**src/rtl/arith_share_pkg.sv**
```systemverilog
// -----------------------------------------------------------------------------
// arith_share_pkg
// Purpose : Shared definitions for the arithmetic-sharing scheduler: op-code
//           encodings and the scheduler state type.
// Contents: OP_ADD..OP_MOD op codes (5..7 are illegal), state_t {IDLE, EXEC,
//           RESP}.
// -----------------------------------------------------------------------------
package arith_share_pkg;

    localparam logic [2:0] OP_ADD = 3'd0;
    localparam logic [2:0] OP_SUB = 3'd1;
    localparam logic [2:0] OP_MUL = 3'd2;
    localparam logic [2:0] OP_DIV = 3'd3;
    localparam logic [2:0] OP_MOD = 3'd4;

    typedef enum logic [1:0] {
        IDLE = 2'd0,
        EXEC = 2'd1,
        RESP = 2'd2
    } state_t;

endpackage

```
**src/rtl/seq_divider.sv**
```systemverilog
// -----------------------------------------------------------------------------
// seq_divider
// Purpose : Unsigned restoring divider, one quotient bit per clock.
//           The first iteration is performed on the start edge itself, so
//           `done` is high in the WIDTH-th cycle after the start cycle and
//           quotient/remainder are valid while `done` is high.
// Ports   : clk, reset (async, active-low)
//           start          - load a/b and begin (ignored divisor==0 handling
//                            is the caller's job)
//           a, b           - dividend, divisor
//           done           - one-cycle pulse when the result is ready
//           quotient,
//           remainder      - result
// -----------------------------------------------------------------------------
module seq_divider #(
    parameter int WIDTH = 8
) (
    input  logic             clk,
    input  logic             reset,
    input  logic             start,
    input  logic [WIDTH-1:0] a,
    input  logic [WIDTH-1:0] b,
    output logic             done,
    output logic [WIDTH-1:0] quotient,
    output logic [WIDTH-1:0] remainder
);

    localparam int CW = $clog2(WIDTH + 1);

    logic [WIDTH-1:0] r_quot;
    logic [WIDTH-1:0] r_rem;
    logic [WIDTH-1:0] r_dvs;
    logic [CW-1:0]    r_cnt;
    logic             r_busy;
    logic             r_done;

    logic [WIDTH-1:0] w_src_rem;
    logic [WIDTH-1:0] w_src_quot;
    logic [WIDTH-1:0] w_src_dvs;
    logic [WIDTH:0]   w_shifted;
    logic [WIDTH:0]   w_diff;
    logic [WIDTH-1:0] w_nxt_rem;
    logic [WIDTH-1:0] w_nxt_quot;

    // On start the step works on the fresh operands, otherwise on the
    // registered partial result.
    assign w_src_rem  = start ? '0 : r_rem;
    assign w_src_quot = start ? a  : r_quot;
    assign w_src_dvs  = start ? b  : r_dvs;

    // Shift the next dividend bit into the partial remainder and try to
    // subtract; a borrow (MSB set) means restore.
    assign w_shifted  = {w_src_rem, w_src_quot[WIDTH-1]};
    assign w_diff     = w_shifted - {1'b0, w_src_dvs};
    assign w_nxt_rem  = w_diff[WIDTH] ? w_shifted[WIDTH-1:0] : w_diff[WIDTH-1:0];
    assign w_nxt_quot = {w_src_quot[WIDTH-2:0], ~w_diff[WIDTH]};

    // NOTE: the iteration registers are reset so a divide aborted by reset
    // leaves no stale partial result behind.
    always_ff @(posedge clk or negedge reset) begin
        if (!reset) begin
            r_quot <= '0;
            r_rem  <= '0;
            r_dvs  <= '0;
            r_cnt  <= '0;
            r_busy <= 1'b0;
            r_done <= 1'b0;
        end else begin
            r_done <= 1'b0;
            if (start) begin
                r_quot <= w_nxt_quot;
                r_rem  <= w_nxt_rem;
                r_dvs  <= b;
                r_cnt  <= CW'(1);
                r_busy <= 1'b1;
            end else if (r_busy) begin
                r_quot <= w_nxt_quot;
                r_rem  <= w_nxt_rem;
                r_cnt  <= r_cnt + 1'b1;
                if (r_cnt == CW'(WIDTH - 1)) begin
                    r_busy <= 1'b0;
                    r_done <= 1'b1;
                end
            end
        end
    end

    assign done      = r_done;
    assign quotient  = r_quot;
    assign remainder = r_rem;

endmodule

```
**src/rtl/arith_share_sched.sv**
```systemverilog
// -----------------------------------------------------------------------------
// arith_share_sched
// Purpose : Round-robin scheduler sharing one add/sub/mul/div/mod datapath
//           between NREQ requesters; each result is returned tagged with the
//           id of the requester that issued it.
// Ports   : clk, reset (async, active-low)
//           req_valid[NREQ]        - per-requester request
//           req_ready[NREQ]        - one-hot grant (IDLE only), else zero
//           req_op[3*NREQ]         - op code, requester i at [3i+2:3i]
//           req_a/req_b[WIDTH*NREQ]- operands, requester i at slice i
//           rsp_valid/rsp_ready    - registered result handshake
//           rsp_id                 - owner of the result
//           rsp_data[2*WIDTH]      - zero-extended result
//           rsp_err                - divide-by-zero or illegal op
// -----------------------------------------------------------------------------
module arith_share_sched
    import arith_share_pkg::*;
#(
    parameter int NREQ  = 4,
    parameter int WIDTH = 8
) (
    input  logic                     clk,
    input  logic                     reset,
    input  logic [NREQ-1:0]          req_valid,
    output logic [NREQ-1:0]          req_ready,
    input  logic [3*NREQ-1:0]        req_op,
    input  logic [WIDTH*NREQ-1:0]    req_a,
    input  logic [WIDTH*NREQ-1:0]    req_b,
    output logic                     rsp_valid,
    input  logic                     rsp_ready,
    output logic [$clog2(NREQ)-1:0]  rsp_id,
    output logic [2*WIDTH-1:0]       rsp_data,
    output logic                     rsp_err
);

    localparam int IDW = $clog2(NREQ);

    state_t             r_state;
    state_t             w_state_nxt;
    logic [IDW-1:0]     r_ptr;
    logic [IDW-1:0]     r_id;
    logic               r_is_mod;
    logic               r_rsp_valid;
    logic [IDW-1:0]     r_rsp_id;
    logic [2*WIDTH-1:0] r_rsp_data;
    logic               r_rsp_err;

    logic               w_any;
    logic [IDW-1:0]     w_grant;
    logic               w_accept;
    logic               w_start;
    logic [2:0]         w_sel_op;
    logic [WIDTH-1:0]   w_sel_a;
    logic [WIDTH-1:0]   w_sel_b;
    logic [WIDTH:0]     w_sum;
    logic [WIDTH-1:0]   w_diff;
    logic [2*WIDTH-1:0] w_prod;
    logic [2*WIDTH-1:0] w_res_data;
    logic               w_res_err;
    logic               w_res_slow;
    logic               w_div_done;
    logic [WIDTH-1:0]   w_quot;
    logic [WIDTH-1:0]   w_rem;

    // Round-robin search: first valid requester at or above r_ptr, wrapping.
    always_comb begin
        int idx;
        w_any   = 1'b0;
        w_grant = '0;
        idx     = 0;
        for (int k = 0; k < NREQ; k++) begin
            idx = int'(r_ptr) + k;
            if (idx >= NREQ) idx = idx - NREQ;
            if (!w_any && req_valid[idx]) begin
                w_any   = 1'b1;
                w_grant = IDW'(idx);
            end
        end
    end

    assign w_sel_op = req_op[3*int'(w_grant) +: 3];
    assign w_sel_a  = req_a[WIDTH*int'(w_grant) +: WIDTH];
    assign w_sel_b  = req_b[WIDTH*int'(w_grant) +: WIDTH];

    assign w_sum  = {1'b0, w_sel_a} + {1'b0, w_sel_b};
    assign w_diff = w_sel_a - w_sel_b;
    assign w_prod = {{WIDTH{1'b0}}, w_sel_a} * {{WIDTH{1'b0}}, w_sel_b};

    // Result of the granted request; w_res_slow marks a real divide that
    // must go through the iterative divider instead.
    always_comb begin
        // NOTE: every output of a combinational block gets a default first so
        // no path through the case leaves it unassigned (which infers a latch).
        w_res_data = '0;
        w_res_err  = 1'b0;
        w_res_slow = 1'b0;
        case (w_sel_op)
            OP_ADD: w_res_data = {{(WIDTH-1){1'b0}}, w_sum};
            OP_SUB: w_res_data = {{WIDTH{1'b0}}, w_diff};
            OP_MUL: w_res_data = w_prod;
            OP_DIV: begin
                if (w_sel_b == '0) begin
                    w_res_data = {{WIDTH{1'b0}}, {WIDTH{1'b1}}};
                    w_res_err  = 1'b1;
                end else begin
                    w_res_slow = 1'b1;
                end
            end
            OP_MOD: begin
                if (w_sel_b == '0) begin
                    w_res_data = {{WIDTH{1'b0}}, w_sel_a};
                    w_res_err  = 1'b1;
                end else begin
                    w_res_slow = 1'b1;
                end
            end
            default: w_res_err = 1'b1;
        endcase
    end

    // Next state and grant. req_ready is also masked by reset so it reads
    // zero while reset is held.
    always_comb begin
        w_state_nxt = r_state;
        req_ready   = '0;
        w_accept    = 1'b0;
        w_start     = 1'b0;
        case (r_state)
            IDLE: begin
                if (reset && w_any) begin
                    req_ready[w_grant] = 1'b1;
                    w_accept           = 1'b1;
                    w_start            = w_res_slow;
                    w_state_nxt        = w_res_slow ? EXEC : RESP;
                end
            end
            EXEC: if (w_div_done) w_state_nxt = RESP;
            RESP: if (r_rsp_valid && rsp_ready) w_state_nxt = IDLE;
            default: w_state_nxt = IDLE;
        endcase
    end

    // NOTE: sequential state uses non-blocking assignments so every register
    // samples the pre-edge values regardless of block ordering.
    always_ff @(posedge clk or negedge reset) begin
        if (!reset) r_state <= IDLE;
        else        r_state <= w_state_nxt;
    end

    always_ff @(posedge clk or negedge reset) begin
        if (!reset) begin
            r_ptr       <= '0;
            r_id        <= '0;
            r_is_mod    <= 1'b0;
            r_rsp_valid <= 1'b0;
            r_rsp_id    <= '0;
            r_rsp_data  <= '0;
            r_rsp_err   <= 1'b0;
        end else begin
            if (w_accept) begin
                r_ptr    <= (w_grant == IDW'(NREQ - 1)) ? '0 : w_grant + 1'b1;
                r_id     <= w_grant;
                r_is_mod <= (w_sel_op == OP_MOD);
                if (!w_res_slow) begin
                    r_rsp_valid <= 1'b1;
                    r_rsp_id    <= w_grant;
                    r_rsp_data  <= w_res_data;
                    r_rsp_err   <= w_res_err;
                end
            end
            if (r_state == EXEC && w_div_done) begin
                r_rsp_valid <= 1'b1;
                r_rsp_id    <= r_id;
                r_rsp_data  <= {{WIDTH{1'b0}}, (r_is_mod ? w_rem : w_quot)};
                r_rsp_err   <= 1'b0;
            end
            if (r_state == RESP && r_rsp_valid && rsp_ready) begin
                r_rsp_valid <= 1'b0;
            end
        end
    end

    seq_divider #(.WIDTH(WIDTH)) u_div (
        .clk       (clk),
        .reset     (reset),
        .start     (w_start),
        .a         (w_sel_a),
        .b         (w_sel_b),
        .done      (w_div_done),
        .quotient  (w_quot),
        .remainder (w_rem)
    );

    assign rsp_valid = r_rsp_valid;
    assign rsp_id    = r_rsp_id;
    assign rsp_data  = r_rsp_data;
    assign rsp_err   = r_rsp_err;

endmodule

```
**config.mk**
```make
export PLATFORM = sky130hd
export DESIGN_NAME = arith_share_sched
export DESIGN_NICKNAME = d
export VERILOG_FILES = /design/src/rtl/arith_share_pkg.sv /design/src/rtl/seq_divider.sv /design/src/rtl/arith_share_sched.sv
export SDC_FILE = /design/constraint.sdc
export NUM_CORES = 1
export LEC_CHECK = 0
export ABC_AREA = 1
export BUFFER_PORTS_ARGS = -buffer_cell sky130_fd_sc_hd__buf_2
export CORE_MARGIN = 8
export CORE_UTILIZATION = 63
export CTS_CLUSTER_SIZE = 28
export DETAILED_ROUTE_END_ITERATION = 8
export GPL_TIMING_DRIVEN = 0
export PLACE_DENSITY = 0.87
export SYNTH_ARGS = -nofsm -noshare
export SYNTH_HDL_FRONTEND = slang
export SYNTH_SLANG_ARGS = --single-unit
```
**constraint.sdc**
```tcl
create_clock -name clk -period 17.4 [get_ports clk]
set_input_delay 1.74 -clock clk [delete_from_list [all_inputs] [get_ports clk]]
set_output_delay 1.74 -clock clk [all_outputs]
set_load 0.02 [all_outputs]
```
==> results.toml <==
[clock_tree]
clock_latency_ps = 350
clock_path_buffers = 2
cts_buffers = 9
cts_root_buf = "clkbuf_8"
cts.htree.levels = 3
ctsHoldBuffers = 0
clk_pin_slew_ps = 70
cts.sinks = 57
cts.repair.resized = 0
post_cts_buffers = 0
cts_tree = "done"

[critical_path]
cp.arrival_ps = 8240
critPathMaxStageDelay_ps = 560
cp-end-kind = "flip-flop"
worst_path_most_repeated_cell = "nand2_1"
rr_worst_depth = 37
critical_path_class = "input port to flip-flop"
start_kind = "input port"
required_ps = 17630
slowest_stage = "fa_1"
crit_fanout = 10

[sta]
tightest_slew_ps = 733
finalSetupViolCount = 0
clock.fmax_mhz = 125
final_hold_viol_count = 0
fin_crit_sh_pct = 46.0
tns_ps = 0
relSlewSlack_pct = 51.1
fin_ws_ps = 9390
rsz0062_at_grt = "false"
fin_skew_ps = 9.24
drv_slew = 0
post-route-min-period_ps = 8010

[logic_synthesis]
synth_edf_count = 0
synthTopCellsByArea = "dfrtp_1 21%, ha_1 12%, fa_1 11%, nand2_1 11%, inv_1 8.2%"
synth_top_area_cell = "dfrtp_1"
synthesis.area_um2 = 6930
synthArstFlopShare_pct = 100
yosysMostFrequentCell = "nand2_1"
ys.flop_type = "dfrtp_1"
synth.area.mux_share_pct = 0.144
synth_top_family_by_area = "simple AND/OR/NAND/NOR gates"
synthTopCellsByCount = "206 x nand2_1, 151 x inv_1, 93 x nand3_1, 84 x nor2_1, 64 x ha_1"
synth_nets = 1149
syn_area_per_cell_um2 = 7.20
synthCells = 963
synthSimpleGateAreaFrac_pct = 31.9
synthXorXnorAreaFrac_pct = 2.40
synth.distinct_cells = 50
ys_seq_elements = 57
yosysSeqAreaShare_pct = 20.6
synth_top_area_share_pct = 20.6
synthAdderAreaFrac_pct = 22.8
synth-compound-area-share_pct = 10.4
ys.warnings.count = 0

[grt]
track_usage_pct = 27.2
gr-total-overflow = 0
grt_pass1_wl_um = 32100
grt_pass1_vias = 6868
grt_max_degree = 59
antenna_found_initial = 0

[floorplan]
dieHeight_um = 121
fp-row-count = 38
floorplan.initialDensity_pct = 64.2
die_width_um = 121
io_pins = 107
core_um2 = 10800
die-area_um2 = 14600

[hold_path]
holdCritPathClass = "flip-flop to flip-flop"
min_path_cells = 1

[finish]
final_nets = 1266
area_growth_pct = 13.1
antenna_cells = 0
fill_cells = 917
area.sequential_um2 = 1430
multi_input_area_um2 = 4690
drive_gt1_share_pct = 19.5

[drt]
dr_wl_met3_um = 1290
wl_um = 19400
drtIter0Drc = 497
viasPerCell = 5.63
ant_nets = 0
route.met2.wl_um = 9530
top_layer = "met4"
wirelength_met1_um = 8030
dr.pass1.iters = 5
vias = 6897
wl_per_cell_um = 15.9
drcViolationCount = 0

[placed_design]
dpl_worst_slack_ps = 9100
port_buffers = 106
dp.final_hpwl_um = 15400
place.gp.congestion = 0.961

[job]
drv_cap = 0

[status]
outcome = "finished clean"
-- layout make-up --
type / instances / share of cell area [%]
Multi-Input combinational cell: 717 / 59.8
Sequential cell: 57 / 18.2
Inverter: 158 / 7.69
Timing Repair Buffer: 106 / 6.80
Buffer: 31 / 2.68
Tap cell: 140 / 2.23
Clock buffer: 11 / 1.93
Clock inverter: 4 / 0.654
-- layer usage --
metal | global-route usage, % | vias up
met5 | 0 | -
met4 | 10.1 | 0
met3 | 5.82 | 52
met2 | 46.7 | 243
met1 | 32.7 | 3257
li1 | - | 3345
-- metrics by stage --
step / hold WS, ps / cells / utilization (%) / cell area (um2)
after floorplan: 436 / 963 / - / 6930
after global placement: 441 / 1209 / 70.7 / 7630
after detailed placement: 466 / 1209 / 70.7 / 7630
after CTS: 479 / 1224 / 72.6 / 7840
after global routing: 492 / 1224 / 72.6 / 7840
final: 469 / 1224 / 72.6 / 7840
-- final timing paths --
| kind | startpoint | end | slack [ps] |
|---|---|---|---|
| setup / recovery | req_valid[3] | rsp_data[15]$_DFFE_PN0P_ | 9390 |
| max in group asynchronous | reset | u_div.remainder[2]$_DFFE_PN0P_ | 15450 |
| hold / removal | u_div.done$_DFF_PN0_ | r_state[0]$_DFFE_PN0P_ | 470 |
| hold reg to reg | u_div.done$_DFF_PN0_ | r_state[0]$_DFFE_PN0P_ | 470 |
| min in group asynchronous | reset | rsp_data[10]$_DFFE_PN0P_ | 1440 |
| setup reg to reg | r_ptr[0]$_DFFE_PN0P_ | rsp_data[15]$_DFFE_PN0P_ | 10340 |
-- worst max-delay path, delay by kind of cell --
kind                       cells  cell delay (ps)
adders and majority gates      5             2390
buffers and inverters         10             1400
and+or+nand+nor               16             1850
AOI/OAI and AO/OA              6              840
-- cell families after synthesis --
family	after synthesis
adders and majority gates	103
xor gates and xnor gates	19
and+or+nand+nor	477
buffers and inverters	189
DFF	57
muxes	1
AOI/OAI and AO/OA	117
-- sequential cells by signal, indices dropped and copies added, names as in the netlist, 2 cells and up --
| register | flops |
|---|---|
| u_div.r_cnt | 4 |
| r_state | 2 |
| u_div.quotient | 8 |
| u_div.remainder | 8 |
| rsp_id | 2 |
| r_ptr | 2 |
| r_id | 2 |
| rsp_data | 16 |
| u_div.r_dvs | 8 |
-- cells in the final DEF, fill, tap and decap left out, drive strengths merged, types with 2 or more instances in the layout --
| cell | Yosys | layout |
|---|---|---|
| clkbuf | 6 | 17 |
| or2 | 12 | 12 |
| nand2 | 235 | 235 |
| a22oi | 2 | 2 |
| o21ai | 46 | 46 |
| fa | 39 | 39 |
| nor3 | 6 | 6 |
| buf | 25 | 131 |
| nand4 | 29 | 29 |
| inv | 156 | 157 |
| o211ai | 11 | 11 |
| nand3 | 103 | 103 |
| dfrtp | 57 | 57 |
| a21oi | 35 | 35 |
| xnor2 | 6 | 6 |
| ha | 64 | 64 |
| clkinv | 2 | 3 |
| nor2 | 90 | 90 |
| o31ai | 5 | 5 |
| a21boi | 2 | 2 |
| xor2 | 13 | 13 |
| a31oi | 2 | 2 |
| o221ai | 7 | 7 |
Power is left out: the tool's default activity adds up to more than one toggle a clock period on the data nets, which glitch-free logic cannot reach.
